--- src/rtl/lrd_sched_pkg.sv ---
// Shared types and constants for the leaky-ReLU-derivative row scheduler.
package lrd_sched_pkg;

    localparam int DATA_W       = 16;  // Q8.8 element width
    localparam int FRAC_W       = 8;   // fractional bits of the leak factor
    localparam int RD_LATENCY   = 1;   // request -> buffer data, in cycles
    localparam int LANE_LATENCY = 1;   // buffer data -> lane result, in cycles

    typedef enum logic [1:0] {
        IDLE,
        ISSUE,
        DRAIN,
        DONE
    } state_t;

endpackage

--- src/rtl/leaky_relu_derivative_child.sv ---
// One derivative lane: passes non-negative data, scales negative data by the
// Q8.8 leak factor, and registers the result together with its valid flag.
module leaky_relu_derivative_child
    import lrd_sched_pkg::*;
(
    input  logic                     clk,
    input  logic                     rst,
    input  logic                     valid_in,
    input  logic signed [DATA_W-1:0] data_in,
    input  logic signed [DATA_W-1:0] leak_in,
    output logic                     valid_out,
    output logic signed [DATA_W-1:0] data_out
);

    logic signed [2*DATA_W-1:0] product;
    logic signed [DATA_W-1:0]   result;
    logic                       unused_product_bits;

    // Full-width signed product; taking bits [FRAC_W +: DATA_W] is the
    // arithmetic shift by FRAC_W followed by truncation (no saturation).
    assign product = (2*DATA_W)'(data_in) * (2*DATA_W)'(leak_in);
    assign result  = data_in[DATA_W-1] ? product[FRAC_W +: DATA_W] : data_in;

    // Bits outside the Q8.8 window are intentionally dropped.
    assign unused_product_bits = ^{product[2*DATA_W-1:FRAC_W+DATA_W], product[FRAC_W-1:0]};

    // Lane output register; an invalid beat always presents zero data.
    always_ff @(posedge clk or posedge rst) begin
        if (rst) begin
            valid_out <= 1'b0;
            data_out  <= '0;
        end else begin
            valid_out <= valid_in;
            data_out  <= valid_in ? result : '0;
        end
    end

endmodule

--- src/rtl/leaky_relu_derivative_scheduler.sv ---
// Fetches a block of rows from the unified buffer and feeds them through
// NUM_LANES derivative lanes, skewing lane i by i cycles so results line up
// diagonally with the systolic array columns.
module leaky_relu_derivative_scheduler
    import lrd_sched_pkg::*;
#(
    parameter int NUM_LANES = 2,
    parameter int ROW_W     = 8
)
(
    input  logic                        clk,
    input  logic                        rst,
    input  logic                        start_in,
    input  logic [ROW_W-1:0]            num_rows_in,
    input  logic [ROW_W-1:0]            base_addr_in,
    input  logic signed [DATA_W-1:0]    leak_factor_in,
    input  logic                        stall_in,
    output logic                        ub_rd_req_out,
    output logic [ROW_W-1:0]            ub_rd_addr_out,
    input  logic                        ub_rd_valid_in,
    input  logic [NUM_LANES*DATA_W-1:0] ub_rd_data_in,
    output logic [NUM_LANES-1:0]        lane_valid_out,
    output logic [NUM_LANES*DATA_W-1:0] lane_data_out,
    output logic                        busy_out,
    output logic                        done_out
);

    // Cycles from the last request until the last lane result is out.
    localparam int DRAIN_LOAD = NUM_LANES - 1 + RD_LATENCY + LANE_LATENCY;
    localparam int DRAIN_W    = $clog2(DRAIN_LOAD + 1);

    state_t                   state_q, state_d;
    logic [ROW_W-1:0]         row_cnt_q, row_cnt_d;
    logic [DRAIN_W-1:0]       drain_cnt_q, drain_cnt_d;
    logic [ROW_W-1:0]         num_rows_q, num_rows_d;
    logic [ROW_W-1:0]         base_q, base_d;
    logic signed [DATA_W-1:0] leak_q, leak_d;

    // Control state and operation parameters latched at start.
    always_ff @(posedge clk or posedge rst) begin
        if (rst) begin
            state_q     <= IDLE;
            row_cnt_q   <= '0;
            drain_cnt_q <= '0;
            num_rows_q  <= '0;
            base_q      <= '0;
            leak_q      <= '0;
        end else begin
            // NOTE: non-blocking assignments so every register here samples
            // the pre-edge values produced by the combinational block.
            state_q     <= state_d;
            row_cnt_q   <= row_cnt_d;
            drain_cnt_q <= drain_cnt_d;
            num_rows_q  <= num_rows_d;
            base_q      <= base_d;
            leak_q      <= leak_d;
        end
    end

    // Next-state logic, read issue and status outputs.
    always_comb begin
        // NOTE: every signal written below gets a default first; a path that
        // left one unassigned would infer a latch.
        state_d       = state_q;
        row_cnt_d     = row_cnt_q;
        drain_cnt_d   = drain_cnt_q;
        num_rows_d    = num_rows_q;
        base_d        = base_q;
        leak_d        = leak_q;
        ub_rd_req_out = 1'b0;
        busy_out      = 1'b1;
        done_out      = 1'b0;

        unique case (state_q)
            IDLE: begin
                busy_out = 1'b0;
                if (start_in) begin
                    num_rows_d = num_rows_in;
                    base_d     = base_addr_in;
                    leak_d     = leak_factor_in;
                    row_cnt_d  = '0;
                    state_d    = (num_rows_in == '0) ? DONE : ISSUE;
                end
            end
            ISSUE: begin
                if (!stall_in) begin
                    ub_rd_req_out = 1'b1;
                    row_cnt_d     = row_cnt_q + ROW_W'(1);
                    if (row_cnt_q == num_rows_q - ROW_W'(1)) begin
                        state_d     = DRAIN;
                        drain_cnt_d = DRAIN_W'(DRAIN_LOAD);
                    end
                end
            end
            DRAIN: begin
                // Drain runs on a fixed count; stall only gates new reads.
                drain_cnt_d = drain_cnt_q - DRAIN_W'(1);
                if (drain_cnt_q == DRAIN_W'(1)) begin
                    state_d = DONE;
                end
            end
            DONE: begin
                done_out = 1'b1;
                state_d  = IDLE;
            end
            default: state_d = IDLE;
        endcase
    end

    // Row address wraps modulo 2^ROW_W by construction.
    assign ub_rd_addr_out = base_q + row_cnt_q;

    for (genvar g = 0; g < NUM_LANES; g++) begin : g_lane
        logic                     lane_v;
        logic signed [DATA_W-1:0] lane_d;

        if (g == 0) begin : g_direct
            assign lane_v = ub_rd_valid_in;
            assign lane_d = ub_rd_data_in[0 +: DATA_W];
        end else begin : g_skew
            logic [g-1:0]             skew_v;
            logic [g-1:0][DATA_W-1:0] skew_d;

            // g-stage skew line carrying valid and data for this lane.
            always_ff @(posedge clk or posedge rst) begin
                if (rst) begin
                    // NOTE: the skew stages are reset, unlike a RAM array, so
                    // a reset discards in-flight rows and no stale valid leaks out.
                    skew_v <= '0;
                    skew_d <= '0;
                end else begin
                    skew_v[0] <= ub_rd_valid_in;
                    skew_d[0] <= ub_rd_data_in[g*DATA_W +: DATA_W];
                    for (int s = 1; s < g; s++) begin
                        skew_v[s] <= skew_v[s-1];
                        skew_d[s] <= skew_d[s-1];
                    end
                end
            end

            assign lane_v = skew_v[g-1];
            assign lane_d = skew_d[g-1];
        end

        leaky_relu_derivative_child u_child (
            .clk       (clk),
            .rst       (rst),
            .valid_in  (lane_v),
            .data_in   (lane_d),
            .leak_in   (leak_q),
            .valid_out (lane_valid_out[g]),
            .data_out  (lane_data_out[g*DATA_W +: DATA_W])
        );
    end

endmodule

--- config.mk ---
export PLATFORM = sky130hd
export DESIGN_NAME = leaky_relu_derivative_scheduler
export DESIGN_NICKNAME = d
export VERILOG_FILES = /design/src/rtl/lrd_sched_pkg.sv /design/src/rtl/leaky_relu_derivative_child.sv /design/src/rtl/leaky_relu_derivative_scheduler.sv
export SDC_FILE = /design/constraint.sdc
export NUM_CORES = 1
export LEC_CHECK = 0
export BUFFER_PORTS_ARGS = -buffer_cell sky130_fd_sc_hd__buf_2
export CORE_ASPECT_RATIO = 1.5
export CORE_MARGIN = 3
export CORE_UTILIZATION = 28
export CTS_BUF_LIST = sky130_fd_sc_hd__clkbuf_8
export DETAILED_ROUTE_END_ITERATION = 8
export PLACE_DENSITY = 0.46
export SLEW_MARGIN = 25
export SYNTH_ARGS = -nofsm -noshare
export SYNTH_HDL_FRONTEND = slang
export SYNTH_SLANG_ARGS = --single-unit
--- constraint.sdc ---
create_clock -name clk -period 6.7 [get_ports clk]
set_input_delay 1.34 -clock clk [delete_from_list [all_inputs] [get_ports clk]]
set_output_delay 1.34 -clock clk [all_outputs]
set_load 0.005 [all_outputs]
* Word-level counts from Yosys, hierarchy flattened *
Cells that the tools add are included.

operators by class
  reductions and logical operators = 8
  multiply operators = 2
  add/sub/neg operators = 4
  muxes and demuxes = 20
  equal/unequal tests = 9

operators by type and width
  cell                   number
  $mux W16               4
  $mul A16 B16 Y24       2
  $mux W8                2
  $pmux W8 S2            1
  $mux W2                7
  $add A8 B1 Y8 const B  1
  $add A8 B8 Y8          1
  $eq A8 B8 Y1           1
  $logic_not A8 Y1       1
  $ne A2 B2 Y1 const B   4
  $pmux W2 S4            1
  $sub A8 B1 Y8 const B  1
  $reduce_and A3 Y1      2
  $eq A2 B1 Y1 const B   2
  $eq A2 B2 Y1 const B   2
  $mux W1                4
  $pmux W2 S2            1
  $reduce_and A4 Y1      1
  $reduce_bool A2 Y1     2
  $logic_not A2 Y1       1
  $reduce_and A2 Y1      1
  $sub A2 B1 Y2 const B  1

storage, ports and cells
  bits in registers = 94
  output and inout port bits = 45
  bits of input ports = 69
  logic and storage cells = 54

* Logic depth before layout (Yosys ltp) *
  word-level depth = 5
  depth in mapped cells = 23
  depth with buffers taken out = 21

* By module *
A second synthesis with hierarchy kept.

second synthesis, totals
  cells, all modules = 2057
  area, all modules = 19199.7 µm²

modules (own cells, without submodules)
  module                                           cells an instance  instances  area each (µm²)  seq. area each (µm²)
  leaky_relu_derivative_child (g_lane[1].u_child)  921                1          8177.8           425.4
  leaky_relu_derivative_child (g_lane[0].u_child)  901                1          8144.1           425.4
  leaky_relu_derivative_scheduler                  235                1          2877.8           1526.5

* Worst setup path before layout *
OpenSTA, ideal clock, no wires.

  kind = input port to flip-flop
  start = input ub_rd_data_in[15]
  end = register g_lane[0].u_child.data_out[14]
  path slack = -0.272 ns
  stages on the path = 20
  library setup time = 0.092 ns
  buffers on the path = 2
  required time = 6.608 ns
  arrival time = 6.880 ns
  cell sequence = clkbuf_1 > buf_1 > and2_1 > inv_1 > fa_1 > inv_1 > fa_1 > fa_1 > fa_1 > fa_1 > inv_1 > fa_1 > inv_1 > ha_1 > or2_2 > a21oi_1 > a21oi_4 > a22o_1 > o21a_1 > o31ai_2

between the ends
  cells in the longest elaborated chain, start to end = 3

RTL lines
  element               line                                   source
  from (decl)           leaky_relu_derivative_scheduler.sv:21  input logic [NUM_LANES*DATA_W-1:0] ub_rd_data_in,
  $mul A16 B16 Y24      leaky_relu_derivative_child.sv:21      assign product = (2*DATA_W)'(data_in) * (2*DATA_W)'(leak_in);
  $mux W16 *            leaky_relu_derivative_child.sv:22      assign result = data_in[DATA_W-1] ? product[FRAC_W +: DATA_W] : data_in;
  $mux W16 *            leaky_relu_derivative_child.sv:34      data_out <= valid_in ? result : '0;
  to (signal assigned)  leaky_relu_derivative_child.sv:34
  to (decl)             leaky_relu_derivative_child.sv:12      output logic signed [DATA_W-1:0] data_out

Mark *: on every way between the ends. The rest lies on a longest branch, timed or not.
A chain may end at the register's enable or synchronous reset.

* Worst setup path after layout *
  start = input ub_rd_data_in[7]
  end = register g_lane[0].u_child.data_out[14]

between the ends
  cells in the longest elaborated chain, start to end = 3

RTL lines
  element           line
  $mul A16 B16 Y24  leaky_relu_derivative_child.sv:21
  $mux W16          leaky_relu_derivative_child.sv:22
  $mux W16          leaky_relu_derivative_child.sv:34

Every way passes these cells.

==> results_dict.tcl <==
set metrics [dict create \
    cts_resized 0 \
    cts_tree "yes" \
    viasPerCell 4.40 \
    async_reset_ff_frac 1.00 \
    cts.htree.levels 3 \
    worst-path-buf-inv 5 \
    wl_per_cell_um 18.0 \
    n_fill_cell 7053 \
    clk_pin_slew_ns 0.12 \
    fin_crit_sh 0.959 \
    grt_use_total 0.164 \
    hp-class "reg2reg" \
    avgSynthCellArea_sq_um 9.35 \
    fin_util 0.319 \
    cp_cell_sequence "buf_2 -> and2_1 -> fa_1 -> inv_1 -> fa_1 -> fa_1 -> fa_1 -> inv_1 -> fa_1 -> inv_1 -> fa_1 -> inv_1 -> ha_1 -> a21oi_1 -> o21ai_0 -> a21o_1 -> o2111ai_4 -> a21oi_4 -> a22o_1 -> o21a_1 -> o31ai_2" \
    worstSetupEndpointType "flop" \
    drtPass1Iterations 4 \
    drc_errors 0 \
    synthTopCellsByArea "fa_1, dfrtp_1, ha_1" \
    dieHeight_um 325 \
    setup_viol 0 \
    post-dp-hpwl_mm 46.9 \
    synth_flop_cell "dfrtp_1" \
    die_area_sq_mm 0.0710 \
    cts.path.max_buffers 2 \
    globalplace.congestion 0.802 \
    final_net_count 2764 \
    critPathArrivalTime_ns 6.81 \
    core_sq_mm 0.0669 \
    relSlewSlack 0.435 \
    hold_viol 0 \
    synth_seq_cells 94 \
    area_growth_pct 12.3 \
    synth_cell_type_count 53 \
    final_cell_mix "inv_1, fa_1, nand2_1, and2_1, ha_1" \
    whs_ns 0.527 \
    grt_max_degree 57 \
    root_buffer "clkbuf_8" \
    io_buffers 113 \
    skew_ns 0.0177 \
    yosys.area.top_type "fa_1" \
    fmax_mhz 156 \
    synth_edf_count 0 \
    initial_utilization 0.284 \
    pre_cts_slack_ns -0.244 \
    finalWorstPathRequiredPeriod_ns 6.43 \
    cts_setup_buffers 0 \
    grt_pass1_wl_mm 88.9 \
    ys_warn_count 0 \
    fin_setup_tns_ns 0 \
    numCtsBuffers 9 \
    seq_area_frac_synth 0.124 \
    max_slew.worst_pin.slew_ns 0.848 \
    num_io_pins 114 \
    vias 13500 \
    final_common_cell "inv_1" \
    synth_top_area_share 0.393 \
    start_kind "input pin" \
    rsz0062_at_grt "no" \
    num_rows 116 \
    clk_latency_ns 0.47 \
    syn-cell-area_sq_mm 0.0190 \
    antenna_found_initial 4 \
    synth_nets 2626 \
    syn-instance-count 2029 \
    cts_hold_buf 0 \
    status "finished, final reports clean" \
    cts_sinks 94 \
    cp_max_fo 7 \
    critPathRequiredTime_ns 7.09 \
    final.setup.worst_slack_ns 0.275 \
    drtAntennaViolNets 0 \
    die_w_um 219 \
    slowest_stage "fa_1" \
    drt-initial-drc-count 522 \
    crit_type "in2reg" \
    grt_pass1_vias 15900 \
    drv_cap 0 \
    final_max_slew_viol_count 0 \
    layout-drive-gt1-share 0.128 \
    grt_overflow_total 0 \
    path_delay_family "adder cells" \
    cp_common_cell "fa_1" \
    crit_path_max_incr_delay_ns 0.55 \
    detail_route.wirelength_mm 55.0 \
]
==> layout make-up <==
type,count,area (sq um),area share
Antenna cell,4,10.0,0.000469
Clock buffer,9,124,0.00581
Clock inverter,7,78.8,0.00370
Inverter,503,1890,0.0887
Multi-Input combinational cell,1344,14400,0.676
Sequential cell,94,2350,0.110
Tap cell,885,1110,0.0519
Timing Repair Buffer,215,1340,0.0630
==> sequential cells by signal (all words and copies together), names as in the netlist <==
register / cells
base_q: 8
drain_cnt_q: 2
g_lane.g_skew.skew_d: 16
g_lane.u_child.data_out: 32
g_lane.u_child.valid_out: 2
leak_q: 16
num_rows_q: 8
row_cnt_q: 8
state_q: 2
==> synthesized netlist by cell type (2+ instances only) <==
library cell  number
a211o_1            2
a211oi_1           2
a21boi_0           2
a21boi_1           2
a21o_1             9
a21oi_1           26
a22o_1             3
a31oi_1           10
and2_1           226
and3_1             4
buf_1              6
buf_4              2
clkbuf_1          80
dfrtp_1           94
fa_1             373
ha_1             155
inv_1            503
mux2_2            33
mux2i_1           16
nand2_1          229
nand2b_1          11
nand3_1           10
nand3b_1          11
nand4_1            7
nand4b_1           2
nor2_1            33
nor2b_1           16
nor3_1             9
nor3b_1            2
nor4_1             2
nor4b_1            2
o211a_1            2
o21a_1            10
o21ai_0           13
o21ai_1            8
o21bai_1           3
o31ai_1            6
or2_2              3
or3_1              4
xnor2_1           63
xor2_1            23
==> path summary, 6_finish.rpt <==
path | start | to | slack (ns) | cells past startpoint
min reg2reg | base_q[4]$_DFFE_PP0P_ | base_q[4]$_DFFE_PP0P_ | 0.53 | 1
max in group asynchronous | rst | g_lane[1].g_skew.skew_d[3]$_DFF_PP0_ | 4.51 | 3
max | ub_rd_data_in[7] | g_lane[0].u_child.data_out[14]$_DFF_PP0_ | 0.27 | 21
max reg2reg | g_lane[1].g_skew.skew_d[4]$_DFF_PP0_ | g_lane[1].u_child.data_out[14]$_DFF_PP0_ | 0.57 | 21
min in group asynchronous | rst | base_q[7]$_DFFE_PP0P_ | 0.92 | 2
min | base_q[4]$_DFFE_PP0P_ | base_q[4]$_DFFE_PP0P_ | 0.53 | 1
==> metal layers <==
layer  GRT usage  up-vias  part of all wire
li1            -     6221                 -
met1       0.170     6960              0.36
met2       0.327      222              0.58
met3      0.0177       75             0.025
met4      0.0667        0             0.036
met5           0        -                 0
==> per-stage QoR <==
step,std cells,instance area [sq um]
after floorplan,2029,19000
after global placement,3041,21100
after detailed placement,3041,21100
after CTS,3057,21300
after global routing,3060,21300
final,3061,21300
==> kinds of logic (layout without fill, tap and decap cells) <==
logic type / count (synthesis) / in the layout / share of synthesized area
mux: 49 / 49 / 0.0280
other cells: 0 / 4 / 0
buf+inv: 591 / 734 / 0.117
compound gates: 108 / 108 / 0.0402
xor+xnor: 86 / 86 / 0.0397
simple gates: 573 / 573 / 0.155
flops: 94 / 94 / 0.124
fa+ha+maj: 528 / 528 / 0.496
Power is left out: the tool's default activity adds up to more than one toggle a clock period on the data nets, which glitch-free logic cannot reach.
